### config.mk
export PLATFORM = sky130hd
export DESIGN_NAME = regfile_wr_arbiter
export DESIGN_NICKNAME = d
export VERILOG_FILES = /design/src/rtl/regfile_arb_pkg.sv /design/src/rtl/rr_pick2.sv /design/src/rtl/regfile_wr_arbiter.sv
export SDC_FILE = /design/constraint.sdc
export NUM_CORES = 1
export LEC_CHECK = 0
export ABC_AREA = 1
export CAP_MARGIN = 20
export CORE_MARGIN = 2
export CORE_UTILIZATION = 40
export CTS_BUF_LIST = sky130_fd_sc_hd__clkbuf_8
export CTS_CLUSTER_DIAMETER = 60
export CTS_CLUSTER_SIZE = 30
export DETAILED_ROUTE_END_ITERATION = 10
export PLACE_DENSITY = 0.88
export SLEW_MARGIN = 20
export SYNTH_ARGS = -nofsm -noshare
export SYNTH_HDL_FRONTEND = slang
export SYNTH_HIERARCHICAL = 1
export SYNTH_SLANG_ARGS = --single-unit
### constraint.sdc
create_clock -name clk -period 1.9 [get_ports clk]
set_input_delay 0.285 -clock clk [delete_from_list [all_inputs] [get_ports clk]]
set_output_delay 0.285 -clock clk [all_outputs]
set_load 0.02 [all_outputs]
### src/rtl/regfile_arb_pkg.sv
// Shared types and constants for the register-file write arbiter.
// The round-robin build is selected in regfile_wr_arbiter by REGFILE_ARB_RR_EN.
package regfile_arb_pkg;

    localparam int REG_ADDR_W = 2;
    localparam int DATA_W     = 32;
    localparam int BURST_MAX  = 4;

    localparam logic [1:0] OWNER_NONE = 2'b00;
    localparam logic [1:0] OWNER_A    = 2'b01;
    localparam logic [1:0] OWNER_B    = 2'b10;

    // The entry transfer is taken in IDLE and the counter only sees transfers
    // made while owning, so the last burst transfer lands on count BURST_MAX-2.
    localparam logic [1:0] BURST_LAST = 2'(BURST_MAX - 2);

    // State encodings double as the owner encodings.
    typedef enum logic [1:0] {
        IDLE  = OWNER_NONE,
        OWN_A = OWNER_A,
        OWN_B = OWNER_B
    } state_e;

    typedef struct packed {
        logic [REG_ADDR_W-1:0] wreg;
        logic [DATA_W-1:0]     wdata;
    } wr_req_t;

endpackage

### src/rtl/rr_pick2.sv
// Two-way tie-break: a lone requester always wins; on a tie the side that
// was not granted last wins. Output is one-hot {pick B, pick A}.
module rr_pick2 (
    input  logic       req0,
    input  logic       req1,
    input  logic       last_b,
    output logic [1:0] pick
);

    always_comb begin
        pick = 2'b00;
        if (req0 && req1)
            pick = last_b ? 2'b01 : 2'b10;
        else
            pick = {req1, req0};
    end

endmodule

### src/rtl/regfile_wr_arbiter.sv
// Two-requester write arbiter for a small register file with lockable bursts.
// Define REGFILE_ARB_RR_EN for round-robin tie-break; otherwise A wins ties.
module regfile_wr_arbiter
    import regfile_arb_pkg::*;
(
    input  logic                  clk,
    input  logic                  reset,
    input  logic                  req_a,
    input  logic                  lock_a,
    input  logic [REG_ADDR_W-1:0] wreg_a,
    input  logic [DATA_W-1:0]     wdata_a,
    output logic                  gnt_a,
    input  logic                  req_b,
    input  logic                  lock_b,
    input  logic [REG_ADDR_W-1:0] wreg_b,
    input  logic [DATA_W-1:0]     wdata_b,
    output logic                  gnt_b,
    output logic                  RegWrite,
    output logic [REG_ADDR_W-1:0] WriteReg,
    output logic [DATA_W-1:0]     WriteData,
    output logic [1:0]            owner
);

    state_e     state, state_nxt;
    logic [1:0] burst_cnt;
    logic       last_b;
    logic [1:0] pick;
    logic       xfer_a, xfer_b, xfer;
    wr_req_t    sel_req;

    assign xfer_a = req_a & gnt_a;
    assign xfer_b = req_b & gnt_b;
    assign xfer   = xfer_a | xfer_b;

`ifdef REGFILE_ARB_RR_EN
    always_ff @(posedge clk or negedge reset) begin
        if (!reset)
            last_b <= 1'b1;
        else if (xfer)
            last_b <= xfer_b;
    end
`else
    // Fixed priority: pretending B was always granted last makes A win ties.
    assign last_b = 1'b1;
`endif

    rr_pick2 u_pick (
        .req0   (req_a),
        .req1   (req_b),
        .last_b (last_b),
        .pick   (pick)
    );

    always_ff @(posedge clk or negedge reset) begin
        if (!reset)
            state <= IDLE;
        else
            state <= state_nxt;
    end

    // An owner keeps the bus only while it requests, keeps lock high and has
    // burst budget left; with req high in OWN_x a transfer is guaranteed.
    always_comb begin
        state_nxt = state;
        case (state)
            IDLE: begin
                if (xfer_a && lock_a)
                    state_nxt = OWN_A;
                else if (xfer_b && lock_b)
                    state_nxt = OWN_B;
            end
            OWN_A: begin
                if (!req_a || !lock_a || burst_cnt == BURST_LAST)
                    state_nxt = IDLE;
            end
            OWN_B: begin
                if (!req_b || !lock_b || burst_cnt == BURST_LAST)
                    state_nxt = IDLE;
            end
            default: state_nxt = IDLE;
        endcase
    end

    always_comb begin
        gnt_a = 1'b0;
        gnt_b = 1'b0;
        case (state)
            IDLE:    {gnt_b, gnt_a} = pick;
            OWN_A:   gnt_a = req_a;
            OWN_B:   gnt_b = req_b;
            default: ;
        endcase
    end

    assign owner = state;

    always_ff @(posedge clk or negedge reset) begin
        if (!reset)
            burst_cnt <= 2'd0;
        else if (state == IDLE)
            burst_cnt <= 2'd0;
        else if (xfer)
            burst_cnt <= burst_cnt + 2'd1;
    end

    assign sel_req = xfer_b ? wr_req_t'{wreg: wreg_b, wdata: wdata_b}
                            : wr_req_t'{wreg: wreg_a, wdata: wdata_a};

    always_ff @(posedge clk or negedge reset) begin
        if (!reset) begin
            RegWrite  <= 1'b0;
            WriteReg  <= '0;
            WriteData <= '0;
        end else begin
            RegWrite <= xfer;
            if (xfer) begin
                WriteReg  <= sel_req.wreg;
                WriteData <= sel_req.wdata;
            end
        end
    end

    a_gnt_onehot: assert property (@(posedge clk) disable iff (!reset)
        !(gnt_a && gnt_b));
    a_gnt_a_req: assert property (@(posedge clk) disable iff (!reset)
        gnt_a |-> req_a);
    a_gnt_b_req: assert property (@(posedge clk) disable iff (!reset)
        gnt_b |-> req_b);

endmodule

* After elaboration in Yosys (flattened, before gate mapping)
Index checks and enable logic that the tools add are counted.
Operators by class: equal/unequal tests 6, add/subtract/negate cells 1, bitwise logic cells 3, reductions and logical operators 14, mux-type cells 11
Operators with widths (number):
- 2-to-1 mux 34 bit | 1
- 2-to-1 mux 2 bit | 7
- one-hot mux 2 bit (3 select lines) | 1
- equality test 2 bit (second input constant) | 2
- logical NOT 1 bit | 4
- logical OR 1 bit | 4
- inequality test 2 bit (second input constant) | 2
- one-hot mux 1 bit (2 select lines) | 2
- logical AND 1 bit | 3
- inequality test 3 bit (second input constant) | 1
- AND reduction 3 bit | 1
- adder 2 x 1 -> 2 bit (second input constant) | 1
- AND 1 bit | 2
- equality test 2 x 1 -> 1 bit (second input constant) | 1
- logical NOT 2 bit | 1
- nonzero test 2 bit | 1
- OR 1 bit | 1
Word-level totals: bits in registers 39, bits of input ports 74, output and inout port bits 39, logic and storage cells 40

* Depth between registers and ports, before layout
word-level depth 8, gate-level depth with buffers 11, depth with buffers taken out 10

* By module
The synthesis kept the hierarchy.
Modules (own cells, without submodules):
- regfile_wr_arbiter | area an instance 2078.2 sq um, instances 1, cells an instance 300, sequential area each 975.9 sq um
- rr_pick2 | area an instance 21.3 sq um, instances 1, cells an instance 5, sequential area each 0.0 sq um

* Worst setup path after synthesis
Ideal clock, no wire load.
path kind register to register, start point reg state[1], in the netlist owner[1], end point reg WriteData[23], arrival time 1465 ps, data required time 1783 ps, library setup time 117 ps, stages on the path, launching flop included 10, buffers on the path 1, slack 319 ps, cells stage by stage dfrtp_1 nor2_2 nand2_1 nand2_1 nand2_1 nand2_2 inv_2 buf_2 nand2_1 nand2_1
Between the ends: cells in the longest elaborated chain, start to end 4, elaborated cells on any way between the ends 9, classes of those cells eq/ne: 2; mux: 3; bitwise: 3; reduce/logical: 1
Ends and longest elaborated chain:
- from (decl) | RTL line regfile_wr_arbiter.sv:24 | state_e state, state_nxt;
- from (signal assigned) | RTL line regfile_wr_arbiter.sv:58 | state <= state_nxt;
- equality test 2 x 1 -> 1 bit / logical NOT 2 bit (equally long branches) | RTL line regfile_wr_arbiter.sv:87 | case (state)
- one-hot mux 1 bit (2 select lines) (*) | RTL line regfile_wr_arbiter.sv:87
- named net gnt_a | RTL line regfile_wr_arbiter.sv:12 | output logic gnt_a,
- AND 1 bit (*) | RTL line regfile_wr_arbiter.sv:31 | assign xfer_a = req_a & gnt_a;
- OR 1 bit (*) | RTL line regfile_wr_arbiter.sv:33 | assign xfer = xfer_a | xfer_b;
- to (signal assigned) | RTL line regfile_wr_arbiter.sv:118 | WriteData <= sel_req.wdata;
- to (decl) | RTL line regfile_wr_arbiter.sv:20 | output logic [DATA_W-1:0] WriteData,
The timed path passes the listed nets; every way through them passes the cells marked *. A chain may end at the register's enable or synchronous reset.

* Final worst setup path
start point in req_a, end point out gnt_a
Between the ends: cells in the longest elaborated chain, start to end 3
Ends and longest elaborated chain:
- from (decl) | RTL line regfile_wr_arbiter.sv:8 | input logic req_a,
- logical AND 1 bit | RTL line rr_pick2.sv:12 | if (req0 && req1)
- 2-to-1 mux 2 bit (*) | RTL line rr_pick2.sv:12
- named net pick[0] | RTL line regfile_wr_arbiter.sv:27 | logic [1:0] pick;
- one-hot mux 1 bit (2 select lines) (*) | RTL line regfile_wr_arbiter.sv:87
- to (decl) | RTL line regfile_wr_arbiter.sv:12
Marked as above.

==> metrics.md <==
| Metric | Value |
|---|---|
| Run status | finished clean |
| Vertical extent of the die | 76.5 um |
| Cell with the largest stage delay on the worst path | clkdlybuf4s50_1 |
| Total standard cell area after synthesis | 2100 sq um |
| Setup Fix Bufs, Post-CTS | 0 |
| Die span in x | 76.5 um |
| Share of final-layout standard cells stronger than drive strength 1 | 0.0618 |
| Final cell count without fillers | 491 |
| Number of buffers added by the clock tree synthesis step | 5 |
| Pint | 2.55 mW |
| Number of distinct library cells after synthesis | 18 |
| Highest net fanout along the worst path | 6 |
| Class of the tightest hold or removal check | primary input to asynchronous set/reset pin |
| Clock tree from TritonCTS | yes |
| Number of max-slew violations in the final report | 0 |
| Number of antenna violations at the first check in global routing | 0 |
| Flop pwr share | 0.328 |
| Power density relative to cell area | 1290 nW/um^2 |
| Combinational power share | 0.555 |
| Pin count of the biggest net entering global routing | 40 |
| Total net switching power | approximately 1.8 mW |
| Maximum clock path buffer count | 2 |
| Clock skew after layout | 0.00273 ns |
| Pre-Repair DR Iteration Count | 4 |
| Net total in the final layout | slightly below 500 |
| Cell breakdown of the critical path | clkdlybuf4s50_1 > nand3_1 > nand2_1 > nand2_1 > nand2_1 > dlygate4sd2_1 |
| Final critical delay including setup and external delays | roughly 1.8 ns |
| Slew at the pin with the worst max-slew slack | 0.848 ns |
| Kind of critical path | primary input to output pin |
| Mean area per synthesized cell | 6.88 sq um |
| Switching share of power | 0.413 |
| Floorplan die area | 5840 sq um |
| Global-route wire length before repair | 9.76 mm |
| Relative slew margins | 0.435 |
| Detail Route Antenna Nets | 0 |
| Highest clock frequency the design can meet | approximately 560 MHz |
| Number of H-tree levels | 2 |
| Core ar. | 5070 sq um |
| Largest delay contributor family on the critical path | buffers and inverters |
| # diodes | 0 |
| Via count of the first global-routing pass | 2144 |
| Iteration-0 DRC count of the detailed router | 105 |
| Post-layout utilization of the core | 0.666 |
| Buffer type at the clock tree root | clkbuf_8 |
| Number of clock sinks seen by CTS | 39 |
| Clock power frac | 0.117 |
| Data arrival at the endpoint of the critical path | roughly 1.5 ns |
| Detailed-route DRC error count | 0 |
| DP Cell Count | a little under 500 |
| Vias | about 2300 |
| Number of cell rows | 26 |
| Final Wtd Congestion | 0.797 |
| Aggregate negative setup slack | 0 ns |
| Crit path top cell by count | nand2_1 |
| Slowest Stage Delay on Critical Path | 0.57 ns |
| Placed wire-length estimate after detailed placement | 4.38 mm |
| Layout-stage area growth over the synthesis result | 60.9% |
| Reported max-cap violation count | 0 |
| I/O Pins | around 110 |
| Overall Global Routing Usage | 0.203 |
| LEAKAGE | 1.75 nW |
| Crit path capture type | output pin |
| Proportion of synthesized chip area in sequential cells | 0.465 |
| Average wire length per cell after detail routing | 12.0 um |
| Initial core utilization | 0.414 |
| Setup-violating endpoint count in the final report | 0 |
| Post-DR vias/cell | 4.64 |
| Number of synthesis warnings | 6 |
| Highest ir drop seen on vdd | 663 uV |
| Element type at the critical path start | primary input |
| Critical path buffer and inverter count | 2 |
| Final number of hold-violating endpoints | 0 |
| Count of input and output buffers | 112 |
| Final wirelength | around 5.9 mm |
| Seq cells post-synth | 39 |
| Final Cycle Share | 0.946 |
| Post-synthesis cell count | about 300 |
| Reg clk slew, reported paths | around 0.07 ns |
| Remaining global-route overflow | 0 |
| RSZ-0062 raised after global routing | false |
| Worst EP required | 1.62 ns |
| Source-to-sink clock delay at the later pin of the worst-skew pair | 0.28 ns |
final timing paths:
kind | startpoint | end | slack, ns | cells past startpoint
setup / recovery | req_a | gnt_a | 0.10 | 6
hold / removal | reset | WriteData[16] | 0.11 | 1
setup reg to reg | owner[1] | WriteData[9] | 0.21 | 10
hold reg to reg | WriteData[27] | WriteData[27] | 0.48 | 2
max in group asynchronous | reset | RegWrite | 1.26 | 1
min in group clk | WriteData[27] | WriteData[27] | 0.48 | 2
worst register-to-register path: cells and delay by family (launching register included):
family	cells	cell delay (ns)
and+or+nand+nor	8	0.80
DFF	1	0.44
buffers and inverters	2	0.35
layout make-up:
class / count / area, sq um
fillers: 446 / 1700
repair buffers: 124 / 1200
clock inverters: 3 / 12.5
flip-flops and latches: 39 / 976
well taps: 70 / 87.6
clock buffers: 5 / 68.8
inverters: 6 / 25.0
multi-input cells: 244 / 1000
metal layers:
layer  track usage  share of wire  vias up
met1         0.263           0.46     1022
met5             0              0        -
met2         0.336           0.46       84
met3        0.0640          0.074        4
li1              -              -     1168
met4        0.0382         0.0061        0
cell usage after synthesis, drive strengths merged:
cell type | n | area [sq um]
dfrtp | 39 | 976
conb | 1 | 3.75
nand2 | 188 | 726
o21ai | 1 | 5.00
ha | 1 | 12.5
nor2 | 9 | 36.3
inv | 6 | 22.5
a21oi | 2 | 10.0
nand3 | 40 | 200
nand3b | 1 | 7.51
clkbuf | 2 | 7.51
buf | 15 | 92.6
state kept, by name, indices dropped and copies added (netlist names):
| signal | count |
|---|---|
| WriteData | 32 |
| WriteReg | 2 |
| burst_cnt | 2 |
| owner | 2 |
| RegWrite | 1 |
stage by stage:
stage	worst slack [ns]	power [mW]	hold WS, ns	instance area [sq um]
after global placement	-0.201	3.81	0.442	3300
after detailed placement	-0.270	3.87	0.440	3300
after global routing	0.000959	4.66	0.182	3380
after floorplan	0.319	2.69	-0.0106	2100
final	0.103	4.35	0.110	3380
after CTS	0.0325	4.38	0.132	3380
placed cells by master (no fill, tap or decap):
cell               n
inv_4              1
dfrtp_1           39
nand2_1          184
clkdlybuf4s50_1  109
ha_1               1
clkinv_2           1
dlygate4sd2_1      1
buf_4             11
buf_6              1
nand3_1           40
buf_2              1
conb_1             2
inv_1              7
clkbuf_2           1
nand2_2            2
clkbuf_8           5
nand2_4            2
o21ai_0            1
nor2_1             8
nor2_2             1
a21oi_1            2
nand3b_1           1
power groups by stage:
| stage | logic, mW | registers, mW | clock network (mW) |
|---|---|---|---|
| after CTS | 2.43 | 1.42 | 0.528 |
| after global placement | 2.39 | 1.42 | 0 |
| final | 2.41 | 1.43 | 0.510 |
| after detailed placement | 2.43 | 1.43 | 0 |
| after global routing | 2.62 | 1.47 | 0.561 |
| after floorplan | 0.803 | 1.88 | 0 |
kinds of logic (layout without fill, tap and decap cells):
family / count (synthesis) / in the layout / share of synthesized area
AO/OA/AOI/OAI: 3 / 3 / 0.00715
flip-flops: 39 / 39 / 0.465
other: 1 / 2 / 0.00179
AND/OR/NAND/NOR: 238 / 238 / 0.462
buffers and inverters: 23 / 138 / 0.0584
adder cells (fa/ha/maj): 1 / 1 / 0.00596
timing repair:
item	CTS	global route
resized for setup	2	5
setup endpoints to repair	2	35
hold buffers	0	0
(Power assumes the default switching activity.)
